===== config.mk =====
export PLATFORM = sky130hd
export DESIGN_NAME = fp_add_sub_flat
export DESIGN_NICKNAME = d
export VERILOG_FILES = /design/src/rtl/fp_pkg.sv /design/src/rtl/fp_add_sub_if.sv /design/src/rtl/fp_lzc.sv /design/src/rtl/fp_add_sub.sv /design/src/flat_wrapper.sv
export SDC_FILE = /design/constraint.sdc
export NUM_CORES = 1
export LEC_CHECK = 0
export BUFFER_PORTS_ARGS = -buffer_cell sky130_fd_sc_hd__buf_2
export CAP_MARGIN = 20
export CORE_MARGIN = 1
export CORE_UTILIZATION = 43
export DETAILED_ROUTE_END_ITERATION = 16
export PLACE_DENSITY = 0.6
export SYNTH_ARGS = -nofsm -noshare
export SYNTH_HDL_FRONTEND = slang
export SYNTH_SLANG_ARGS = --single-unit

===== constraint.sdc =====
create_clock -name Clk -period 12.6 [get_ports Clk]
set_input_delay 2.52 -clock Clk [delete_from_list [all_inputs] [get_ports Clk]]
set_output_delay 2.52 -clock Clk [all_outputs]
set_load 0.02 [all_outputs]

===== src/rtl/fp_pkg.sv =====
// Shared floating-point definitions for the add, multiply and divide units:
// field positions per precision, common constants and the sequencer state type.
package fp_pkg;

    localparam int SP_E = 30;
    localparam int SP_M = 22;
    localparam int DP_E = 62;
    localparam int DP_M = 51;

    localparam logic [31:0] SP_ZERO = 32'h0000_0000;
    localparam logic [31:0] SP_HALF = 32'h3F00_0000;
    localparam logic [31:0] SP_ONE  = 32'h3F80_0000;
    localparam logic [31:0] SP_TWO  = 32'h4000_0000;
    localparam logic [31:0] SP_PINF = 32'h7F80_0000;
    localparam logic [31:0] SP_NINF = 32'hFF80_0000;
    localparam logic [31:0] SP_NAN  = 32'h7FFF_FFFF;

    localparam logic [63:0] DP_ZERO = 64'h0000_0000_0000_0000;
    localparam logic [63:0] DP_HALF = 64'h3FE0_0000_0000_0000;
    localparam logic [63:0] DP_ONE  = 64'h3FF0_0000_0000_0000;
    localparam logic [63:0] DP_TWO  = 64'h4000_0000_0000_0000;
    localparam logic [63:0] DP_PINF = 64'h7FF0_0000_0000_0000;
    localparam logic [63:0] DP_NINF = 64'hFFF0_0000_0000_0000;
    localparam logic [63:0] DP_NAN  = 64'h7FFF_FFFF_FFFF_FFFF;

    typedef enum logic [2:0] {IDLE, ALIGN, ADD, NORM, ROUND, DONE} fp_state_e;

    // MSB index of the exponent / mantissa fields for a given operand width.
    function automatic int exp_msb(input int precision);
        return (precision == 64) ? DP_E : SP_E;
    endfunction

    function automatic int man_msb(input int precision);
        return (precision == 64) ? DP_M : SP_M;
    endfunction

endpackage


===== src/rtl/fp_add_sub_if.sv =====
// Operand/result bundle between an add-unit client (sequencer or top level)
// and the multi-cycle adder.
interface fp_add_sub_if #(
  parameter int PRECISION = 32
);
  logic [PRECISION-1:0] A;
  logic [PRECISION-1:0] B;
  logic                 Op;
  logic                 Load;
  logic                 Enable;
  logic [PRECISION-1:0] Result;
  logic                 Valid;

  modport master (output A, B, Op, Load, Enable, input Result, Valid);
  modport slave  (input A, B, Op, Load, Enable, output Result, Valid);
endinterface


===== src/rtl/fp_lzc.sv =====
// Combinational leading-zero counter; an all-zero input reports W.
module fp_lzc #(
  parameter  int W  = 27,
  localparam int CW = $clog2(W + 1)
) (
  input  logic [W-1:0]  data_i,
  output logic [CW-1:0] count_o
);
  always_comb begin
    count_o = CW'(W);
    // Scanning upward lets the highest set bit win.
    for (int i = 0; i < W; i++) begin
      if (data_i[i]) count_o = CW'(W - 1 - i);
    end
  end
endmodule


===== src/rtl/fp_add_sub.sv =====
// Multi-cycle IEEE-754 adder/subtractor: ALIGN, ADD, NORM, ROUND, then holds
// the result with Valid until the next accepted Load. Subnormals are flushed.
module fp_add_sub
  import fp_pkg::*;
#(
  parameter int PRECISION = 32
) (
  input logic         Clk,
  input logic         Reset,
  fp_add_sub_if.slave bus
);
  localparam int E   = exp_msb(PRECISION);
  localparam int M   = man_msb(PRECISION);
  localparam int EW  = E - M;
  localparam int MW  = M + 1;
  localparam int SW  = MW + 4;
  localparam int XW  = EW + 2;
  localparam int LZW = $clog2(SW + 1);
  localparam logic [PRECISION-1:0] NAN_C =
    (PRECISION == 64) ? PRECISION'(DP_NAN) : PRECISION'(SP_NAN);
  localparam logic [EW-1:0]        SW_E    = EW'(SW);
  localparam logic signed [XW-1:0] EXP_MAX = XW'((1 << EW) - 1);

  fp_state_e              state_q, state_d;
  logic [PRECISION-1:0]   a_q, b_q, result_q;
  logic                   valid_q, sign_x_q, sign_y_q, zero_q;
  logic [SW-1:0]          x_sig_q, y_sig_q, sig_q;
  logic signed [XW-1:0]   exp_q;
  logic [SW:0]            sum_q;

  logic                   accept, special;
  logic                   a_nan, b_nan, a_inf, b_inf, a_zero, b_zero;
  logic [PRECISION-1:0]   b_eff, special_res, x_op, y_op, round_res;
  logic                   a_ge, rnd_up;
  logic [EW-1:0]          ediff;
  logic [SW-1:0]          y_full, y_aln, norm_sig;
  logic [SW:0]            sum_d;
  logic [LZW-1:0]         lz;
  logic signed [XW-1:0]   norm_exp, rnd_exp;
  logic [MW+1:0]          rnd_sum;
  logic [MW-1:0]          rnd_man;

  assign accept = bus.Load & bus.Enable;
  assign b_eff  = {bus.B[PRECISION-1] ^ bus.Op, bus.B[PRECISION-2:0]};
  assign a_nan  = (&bus.A[E:MW]) & (|bus.A[M:0]);
  assign b_nan  = (&bus.B[E:MW]) & (|bus.B[M:0]);
  assign a_inf  = (&bus.A[E:MW]) & ~(|bus.A[M:0]);
  assign b_inf  = (&bus.B[E:MW]) & ~(|bus.B[M:0]);
  assign a_zero = ~(|bus.A[E:MW]);
  assign b_zero = ~(|bus.B[E:MW]);

  always_comb begin
    special     = 1'b1;
    special_res = '0;
    if (a_nan | b_nan | (a_inf & b_inf & (bus.A[PRECISION-1] != b_eff[PRECISION-1])))
      special_res = NAN_C;
    else if (a_inf)  special_res = bus.A;
    else if (b_inf)  special_res = b_eff;
    else if (a_zero) special_res = b_eff;
    else if (b_zero) special_res = bus.A;
    else             special = 1'b0;
  end

  always_comb begin
    state_d = state_q;
    if (accept) begin
      state_d = special ? DONE : ALIGN;
    end else if (bus.Enable) begin
      case (state_q)
        ALIGN:   state_d = ADD;
        ADD:     state_d = NORM;
        NORM:    state_d = ROUND;
        ROUND:   state_d = DONE;
        default: state_d = state_q;
      endcase
    end
  end

  // Alignment: larger magnitude becomes X; Y is shifted with a sticky LSB.
  always_comb begin
    a_ge   = a_q[E:0] >= b_q[E:0];
    x_op   = a_ge ? a_q : b_q;
    y_op   = a_ge ? b_q : a_q;
    ediff  = x_op[E:MW] - y_op[E:MW];
    y_full = {1'b1, y_op[M:0], 3'b000};
    if (ediff >= SW_E) y_aln = SW'(1);
    else y_aln = (y_full >> ediff) | SW'(|(y_full & ~({SW{1'b1}} << ediff)));
  end

  assign sum_d = (sign_x_q == sign_y_q) ? ({1'b0, x_sig_q} + {1'b0, y_sig_q})
                                        : ({1'b0, x_sig_q} - {1'b0, y_sig_q});

  fp_lzc #(.W(SW)) u_lzc (
    .data_i  (sum_q[SW-1:0]),
    .count_o (lz)
  );

  always_comb begin
    if (sum_q[SW]) begin
      norm_sig = {sum_q[SW:2], sum_q[1] | sum_q[0]};
      norm_exp = exp_q + XW'(1);
    end else begin
      norm_sig = sum_q[SW-1:0] << lz;
      norm_exp = exp_q - XW'(lz);
    end
  end

  // Round to nearest even on {G,R,S}; overflow of the significand bumps the exponent.
  always_comb begin
    rnd_up  = sig_q[2] & (sig_q[1] | sig_q[0] | sig_q[3]);
    rnd_sum = {1'b0, sig_q[SW-1:3]} + (MW+2)'(rnd_up);
    rnd_exp = exp_q + XW'(rnd_sum[MW+1]);
    rnd_man = rnd_sum[MW+1] ? rnd_sum[MW:1] : rnd_sum[MW-1:0];
    if (zero_q || rnd_exp[XW-1] || (rnd_exp == '0))
      round_res = '0;
    else if (rnd_exp >= EXP_MAX)
      round_res = {sign_x_q, {EW{1'b1}}, {MW{1'b0}}};
    else
      round_res = {sign_x_q, rnd_exp[EW-1:0], rnd_man};
  end

  always_ff @(posedge Clk or posedge Reset) begin
    if (Reset)           state_q <= IDLE;
    else if (bus.Enable) state_q <= state_d;
  end

  always_ff @(posedge Clk or posedge Reset) begin
    if (Reset) begin
      a_q <= '0; b_q <= '0; result_q <= '0; valid_q <= 1'b0;
      x_sig_q <= '0; y_sig_q <= '0; sig_q <= '0; sum_q <= '0;
      sign_x_q <= 1'b0; sign_y_q <= 1'b0; zero_q <= 1'b0; exp_q <= '0;
    end else if (bus.Enable) begin
      if (bus.Load) begin
        a_q     <= bus.A;
        b_q     <= b_eff;
        valid_q <= 1'b0;
        if (special) result_q <= special_res;
      end else begin
        case (state_q)
          ALIGN: begin
            x_sig_q  <= {1'b1, x_op[M:0], 3'b000};
            y_sig_q  <= y_aln;
            sign_x_q <= x_op[PRECISION-1];
            sign_y_q <= y_op[PRECISION-1];
            exp_q    <= XW'(x_op[E:MW]);
          end
          ADD:  sum_q <= sum_d;
          NORM: begin
            sig_q  <= norm_sig;
            exp_q  <= norm_exp;
            zero_q <= (sum_q == '0);
          end
          ROUND: begin
            result_q <= round_res;
            valid_q  <= 1'b1;
          end
          DONE:    valid_q <= 1'b1;
          default: ;
        endcase
      end
    end
  end

  assign bus.Result = result_q;
  assign bus.Valid  = valid_q;
endmodule


===== src/flat_wrapper.sv =====
// flat-port wrapper written by rule: the top's interface ports become plain ports
module fp_add_sub_flat import fp_pkg::*;
#(
  parameter int PRECISION = 32
)
  (Clk, Reset, bus_A, bus_B, bus_Op, bus_Load, bus_Enable, bus_Result, bus_Valid);
  fp_add_sub_if #(.PRECISION(PRECISION)) bus_i ();
  input logic Clk;
  input logic Reset;
  input wire logic [$bits(bus_i.A)-1:0] bus_A;
  input wire logic [$bits(bus_i.B)-1:0] bus_B;
  input wire logic [$bits(bus_i.Op)-1:0] bus_Op;
  input wire logic [$bits(bus_i.Load)-1:0] bus_Load;
  input wire logic [$bits(bus_i.Enable)-1:0] bus_Enable;
  output wire logic [$bits(bus_i.Result)-1:0] bus_Result;
  output wire logic [$bits(bus_i.Valid)-1:0] bus_Valid;
  assign bus_i.A = bus_A;
  assign bus_i.B = bus_B;
  assign bus_i.Op = bus_Op;
  assign bus_i.Load = bus_Load;
  assign bus_i.Enable = bus_Enable;
  assign bus_Result = bus_i.Result;
  assign bus_Valid = bus_i.Valid;
  fp_add_sub #(.PRECISION(PRECISION)) u_core (.Clk(Clk), .Reset(Reset), .bus(bus_i));
endmodule

* After elaboration in Yosys (flattened, before gate mapping)
Cells that the tools add are included.
Word-level totals: register bits after elaboration 219, input port bits 69
Cells by class: reduce and logical (&&, ||, !) cells 24, add/sub/neg operators 7, magnitude comparators 3, muxes and demuxes 55, equal/unequal tests 8, bitwise operators 20, shift-type cells 3
Operators by type and width (count):
- two-way mux 32 bit | 11
- two-way mux 5 bit | 26
- two-way mux 27 bit | 2
- OR reduction 23 bit | 2
- >= comparator 31 bit | 1
- two-way mux 31 bit | 1
- adder 27 x 27 -> 28 bit | 1
- logical NOT 28 bit | 1
- two-way mux 28 bit | 1
- subtractor 27 x 27 -> 28 bit | 1
- bitwise AND 27 bit | 1
- inverter 27 bit | 1
- bitwise OR 27 x 1 -> 27 bit | 1
- OR reduction 27 bit | 1
- << shifter 27 x 5 -> 27 bit | 1
- << shifter 27 x 8 -> 27 bit, first input constant | 1
- right shift 27 x 8 -> 27 bit | 1
- adder 24 x 1 -> 25 bit | 1
- two-way mux 23 bit | 1
- case mux 10 bit (2 select lines) | 1
- AND reduction 8 bit | 2
- OR reduction 8 bit | 2
- AND reduction 3 bit | 5
- case mux 3 bit (4 select lines) | 1
- other kinds (25) | 53

* Longest topological paths before layout
depth after elaboration 30, gate-level depth with buffers 24, gate-level depth less buffers 22

* Cells and area by module
Synthesis repeated with hierarchy kept, for this count alone.
Unflattened totals: cells, all modules 2139, area total of the unflattened synthesis 17553.1 µm²
By module, submodules not included:
- fp_add_sub | seq. area each 5480.3 µm², cells each 2088, area an instance 17275.3 µm², times used 1
- fp_lzc | seq. area each 0.0 µm², cells each 51, area an instance 277.8 µm², times used 1

* Worst setup path after synthesis
OpenSTA, ideal clock, no wires.
path kind flip-flop to flip-flop, start register u_core.b_q[26], end register u_core.y_sig_q[0], stages on the path, launching flop included 23, slack 7.174 ns, required time 12.470 ns, arrival 5.296 ns, cell sequence dfrtp_1 > inv_1 > ha_1 > buf_6 > nand4_1 > nor4_1 > a31o_2 > a21oi_1 > o21ai_1 > clkbuf_1 > clkbuf_1 > buf_1 > a21oi_1 > ha_1 > nand2_1 > o211ai_2 > o221a_1 > or4_1 > nand3_2 > nand3_1 > or4_1 > nor4b_2 > a31oi_1
Between the ends: longest elaborated chain between the ends 9, elaborated cells on any way between the ends 12, classes of those cells add/sub: 1; order compare: 2; shift: 2; mux: 3; bitwise: 3; reduce/logical: 1
Ends and longest elaborated chain:
- from (decl) | line fp_add_sub.sv:25 | logic [PRECISION-1:0] a_q, b_q, result_q;
- from (signal assigned) | line fp_add_sub.sv:129 | a_q <= '0; b_q <= '0; result_q <= '0; valid_q <= 1'b0;
- from (signal assigned) | line fp_add_sub.sv:135 | b_q <= b_eff;
- >= comparator 31 bit | line fp_add_sub.sv:81 | a_ge = a_q[E:0] >= b_q[E:0];
- two-way mux 32 bit (on tied branches) | line fp_add_sub.sv:82, fp_add_sub.sv:83
- subtractor 8 bit | line fp_add_sub.sv:84 | ediff = x_op[E:MW] - y_op[E:MW];
- << shifter 27 x 8 -> 27 bit | line fp_add_sub.sv:87 | else y_aln = (y_full >> ediff) | SW'(|(y_full & ~({SW{1'b1}} << ediff)));
- inverter 27 bit | line fp_add_sub.sv:87
- bitwise AND 27 bit | line fp_add_sub.sv:87
- OR reduction 27 bit | line fp_add_sub.sv:87
- bitwise OR 27 x 1 -> 27 bit | line fp_add_sub.sv:87
- two-way mux 27 bit (*) | line fp_add_sub.sv:86 | if (ediff >= SW_E) y_aln = SW'(1);
- to (signal assigned) | line fp_add_sub.sv:142 | y_sig_q <= y_aln;
- to (decl) | line fp_add_sub.sv:27 | logic [SW-1:0] x_sig_q, y_sig_q, sig_q;
Every way passes the cells marked *; elsewhere a longest branch is shown, timed or not. A chain may end at the register's enable or synchronous reset.

* Worst setup path after layout
Same ends and word-level chain as after synthesis.

==> results.sh <==
export IMPL_outcome="complete, no violations"
export IMPL_io_pins=102
export IMPL_fmax_mhz=170
export IMPL_htree_levels=1
export IMPL_drt_iter0_drc=1696
export IMPL_final_layout_size_suffix_gt1_share_pct=13.2
export IMPL_r2r_end="u_core.y_sig_q[0]$_DFFE_PP0P_"
export IMPL_fin_crit_ns=5.87
export IMPL_synth_top_family_by_area="compound AO/OA/AOI/OAI gates"
export IMPL_crit_fanout=33
export IMPL_tns_ns=0
export IMPL_nets=2307
export IMPL_die_area_um2=41400
export IMPL_power_mw=5.27
export IMPL_vias_per_cell=6.11
export IMPL_yosys_area_top_type="dfrtp_1"
export IMPL_synth_area_leaders="dfrtp_1 (31%), mux2i_1 (8.4%), ha_1 (6.5%), o21ai_0 (5.9%), nand2_1 (5.6%)"
export IMPL_r2r_cells=18
export IMPL_root_buffer="clkbuf_16"
export IMPL_grt_pass1_vias=15288
export IMPL_antenna_left=0
export IMPL_power_frac_seq_pct=24.0
export IMPL_synthesis_area_um2=17500
export IMPL_p_int_mw=2.67
export IMPL_dieHeight_um=203
export IMPL_endpoint_kind="register"
export IMPL_synth_xor_area_share_pct=3.25
export IMPL_synth_edf_count=0
export IMPL_synth_top_area_share_pct=31.4
export IMPL_syn_to_final_growth_pct=11.4
export IMPL_synth_distinct_cells=79
export IMPL_ir_drop_mv=0.135
export IMPL_cts_tree="built"
export IMPL_clock_sinks=219
export IMPL_ctsResizeCount=0
export IMPL_die_w_um=203
export IMPL_r2r_start="u_core.b_q[26]$_DFFE_PP0P_"
export IMPL_antenna_found_initial=2
export IMPL_critPathLaunchType="register"
export IMPL_seq_area_frac_synth_pct=31.4
export IMPL_holdPathStages=2
export IMPL_antenna_cells=0
export IMPL_cts_max_path_buffers=3
export IMPL_grt_max_degree=96
export IMPL_cts_hold_buf=0
export IMPL_syn_inst=2110
export IMPL_required_ns=13.04
export IMPL_combinationalPowerShare_pct=59.8
export IMPL_wl_mm=59.6
export IMPL_slew_headroom_pct=35.5
export IMPL_min_path_type="reg2reg"
export IMPL_final_cell_area_um2=19400
export IMPL_yosysWarnings=0
export IMPL_sw_frac_of_total_pct=49.3
export IMPL_place_area_um2=18400
export IMPL_pwr_share_clk_pct=16.2
export IMPL_timing_hold_violations_final=0
export IMPL_grt_usage_pct=28.7
export IMPL_hold_start="u_core.bus.Result[24]$_DFFE_PP0P_"
export IMPL_power_leakage_nw=8.54
export IMPL_cp_arrival_ns=6.30
export IMPL_p_sw_mw=2.60
export IMPL_drv_slew=0
export IMPL_hpwl_mm=45.5
export IMPL_synthAdderAreaFrac_pct=6.68
export IMPL_grt_pass1_wl_mm=92.2
export IMPL_synth_simple_gate_area_share_pct=17.2
export IMPL_yosysMostFrequentCell="nand2_1"
export IMPL_worstHoldEndpoint="u_core.bus.Result[24]$_DFFE_PP0P_"
export IMPL_setup_viol=0
export IMPL_core_area_um2=39900
export IMPL_synth_ff_type="dfrtp_1"
export IMPL_synth_top_cells_by_count="nand2_1 (260), dfrtp_1 (219), o21ai_0 (206)"
export IMPL_clock_latency_ns=0.57
export IMPL_initial_utilization_pct=43.7
export IMPL_wl_per_cell_um=22.1
export IMPL_powerDensity_nw_per_um2=271
export IMPL_cts_setup_buffers=0
export IMPL_rrSetupSlack_ns=6.73
export IMPL_fill_cells=3900
export IMPL_tightestPinTransition_ns=0.966
export IMPL_row_count=73
export IMPL_async_flop_share_pct=100
export IMPL_synth_mux_area_share_pct=14.2
export IMPL_fin_crit_sh_pct=46.6
export IMPL_finalWeightedCongestion=0.955
export IMPL_io_buffers=101
export IMPL_clkTransAtPathRegs_ns=0.06
export IMPL_cts_buffers=27
export IMPL_rsz0062_at_grt="no"
export IMPL_synth_net_count=2271
export IMPL_first_pass_iters=5
export IMPL_gr_total_overflow=0
export IMPL_post_route_drc_count=0
export IMPL_finClkSkew_ns=0.0200
export IMPL_synth_compound_area_share_pct=22.1
export IMPL_ys_ff_latch=219
export IMPL_postSynthAreaPerCell_um2=8.27
export IMPL_cap_violations=0
export IMPL_crit_type="reg2reg"
export IMPL_vias=16435
-- power by group through the flow --
stage | Combinational, mW | Clock, mW | Sequential, mW
2_1_floorplan | 2.30 | 0 | 1.17
3_3_place_gp | 3.07 | 0 | 1.26
3_5_place_dp | 3.09 | 0 | 1.27
4_1_cts | 3.10 | 0.864 | 1.26
5_1_grt | 3.45 | 0.893 | 1.30
6_report | 3.15 | 0.851 | 1.26
-- area by class of cell --
type                    instances  area [um^2]  share of cell area (%)
inverters                     106          405                    2.08
well taps                     525          657                    3.38
repair buffers                134          800                    4.11
multi-input cells            1658        11100                    57.3
clock buffers                  32          724                    3.73
flip-flops and latches        219         5480                    28.2
clock inverters                17          243                    1.25
-- metrics by stage --
step / cells / hold slack (ns) / utilization [%] / setup slack (ns)
2_1_floorplan: 2110 / 0.465 / - / 4.09
5_1_grt: 2691 / 0.495 / 48.7 / 6.34
6_report: 2691 / 0.475 / 48.7 / 6.73
4_1_cts: 2686 / 0.480 / 48.5 / 6.78
3_3_place_gp: 2637 / 0.460 / 46.1 / 6.90
3_5_place_dp: 2637 / 0.466 / 46.1 / 6.81
-- sequential cells by signal (all words and copies together) (netlist names) --
| register | flops |
|---|---|
| u_core.x_sig_q | 24 |
| u_core.sum_q | 28 |
| u_core.a_q | 32 |
| u_core.y_sig_q | 27 |
| u_core.bus.Result | 32 |
| u_core.sign_x_q | 1 |
| u_core.state_q | 3 |
| u_core.sig_q | 27 |
| u_core.zero_q | 1 |
| u_core.b_q | 32 |
| u_core.bus.Valid | 1 |
| u_core.sign_y_q | 1 |
| u_core.exp_q | 10 |
-- cell families (layout without fill, tap and decap cells) --
logic type	Yosys count	count (layout)
simple gates	655	655
compound gates	618	618
buf+inv	233	289
mux	229	229
flops	219	219
fa+ha+maj	92	92
xor+xnor	64	64
-- metal layers --
layer / track usage [%] / wire length, um / vias to the layer above
met4: 10.4 / 2170 / 4
met1: 41.0 / 26900 / 7957
met5: 0 / 23 / -
li1: - / - / 7740
met3: 5.26 / 4200 / 116
met2: 43.0 / 26300 / 618
-- critical path: stages (launching register included) --
cell	delay, ns
dfrtp_1	0.40
inv_1	0.10
ha_1	0.46
a21o_1	0.23
a21o_1	0.18
a211oi_1	0.33
nand4_1	0.26
a211oi_1	0.43
a21oi_1	0.09
ha_1	0.21
nand2_1	0.08
o211ai_2	0.13
o221a_1	0.33
or4_1	0.51
nand3_2	0.50
nand3_1	0.49
or4_1	0.65
nor4b_2	0.25
a31oi_1	0.10
-- worst max path at each step --
stage                                     to  depth (start not counted)  slack, ns                       start
3_3_place_gp   u_core.y_sig_q[0]$_DFFE_PP0P_                         18       6.90  u_core.b_q[26]$_DFFE_PP0P_
3_5_place_dp   u_core.y_sig_q[0]$_DFFE_PP0P_                         18       6.81  u_core.b_q[26]$_DFFE_PP0P_
5_1_grt        u_core.y_sig_q[0]$_DFFE_PP0P_                         16       6.34  u_core.b_q[23]$_DFFE_PP0P_
6_report       u_core.y_sig_q[0]$_DFFE_PP0P_                         18       6.73  u_core.b_q[26]$_DFFE_PP0P_
2_1_floorplan      u_core.a_q[0]$_DFFE_PP0P_                          1       4.09                       Reset
4_1_cts        u_core.y_sig_q[0]$_DFFE_PP0P_                         18       6.78  u_core.b_q[26]$_DFFE_PP0P_
-- cells in the final DEF (no fill, tap or decap), drive strengths merged, types with 29 or more instances in the layout --
cell type,instances
xnor2,42
nor3,38
ha,90
nor2,167
inv,106
clkbuf,32
nand3,46
mux2i,146
nor4,29
o21ai,214
a31oi,40
dfrtp,219
a21oi,136
nand2,260
buf,132
mux2,75
No activity file was read; power rests on OpenSTA's default activity.
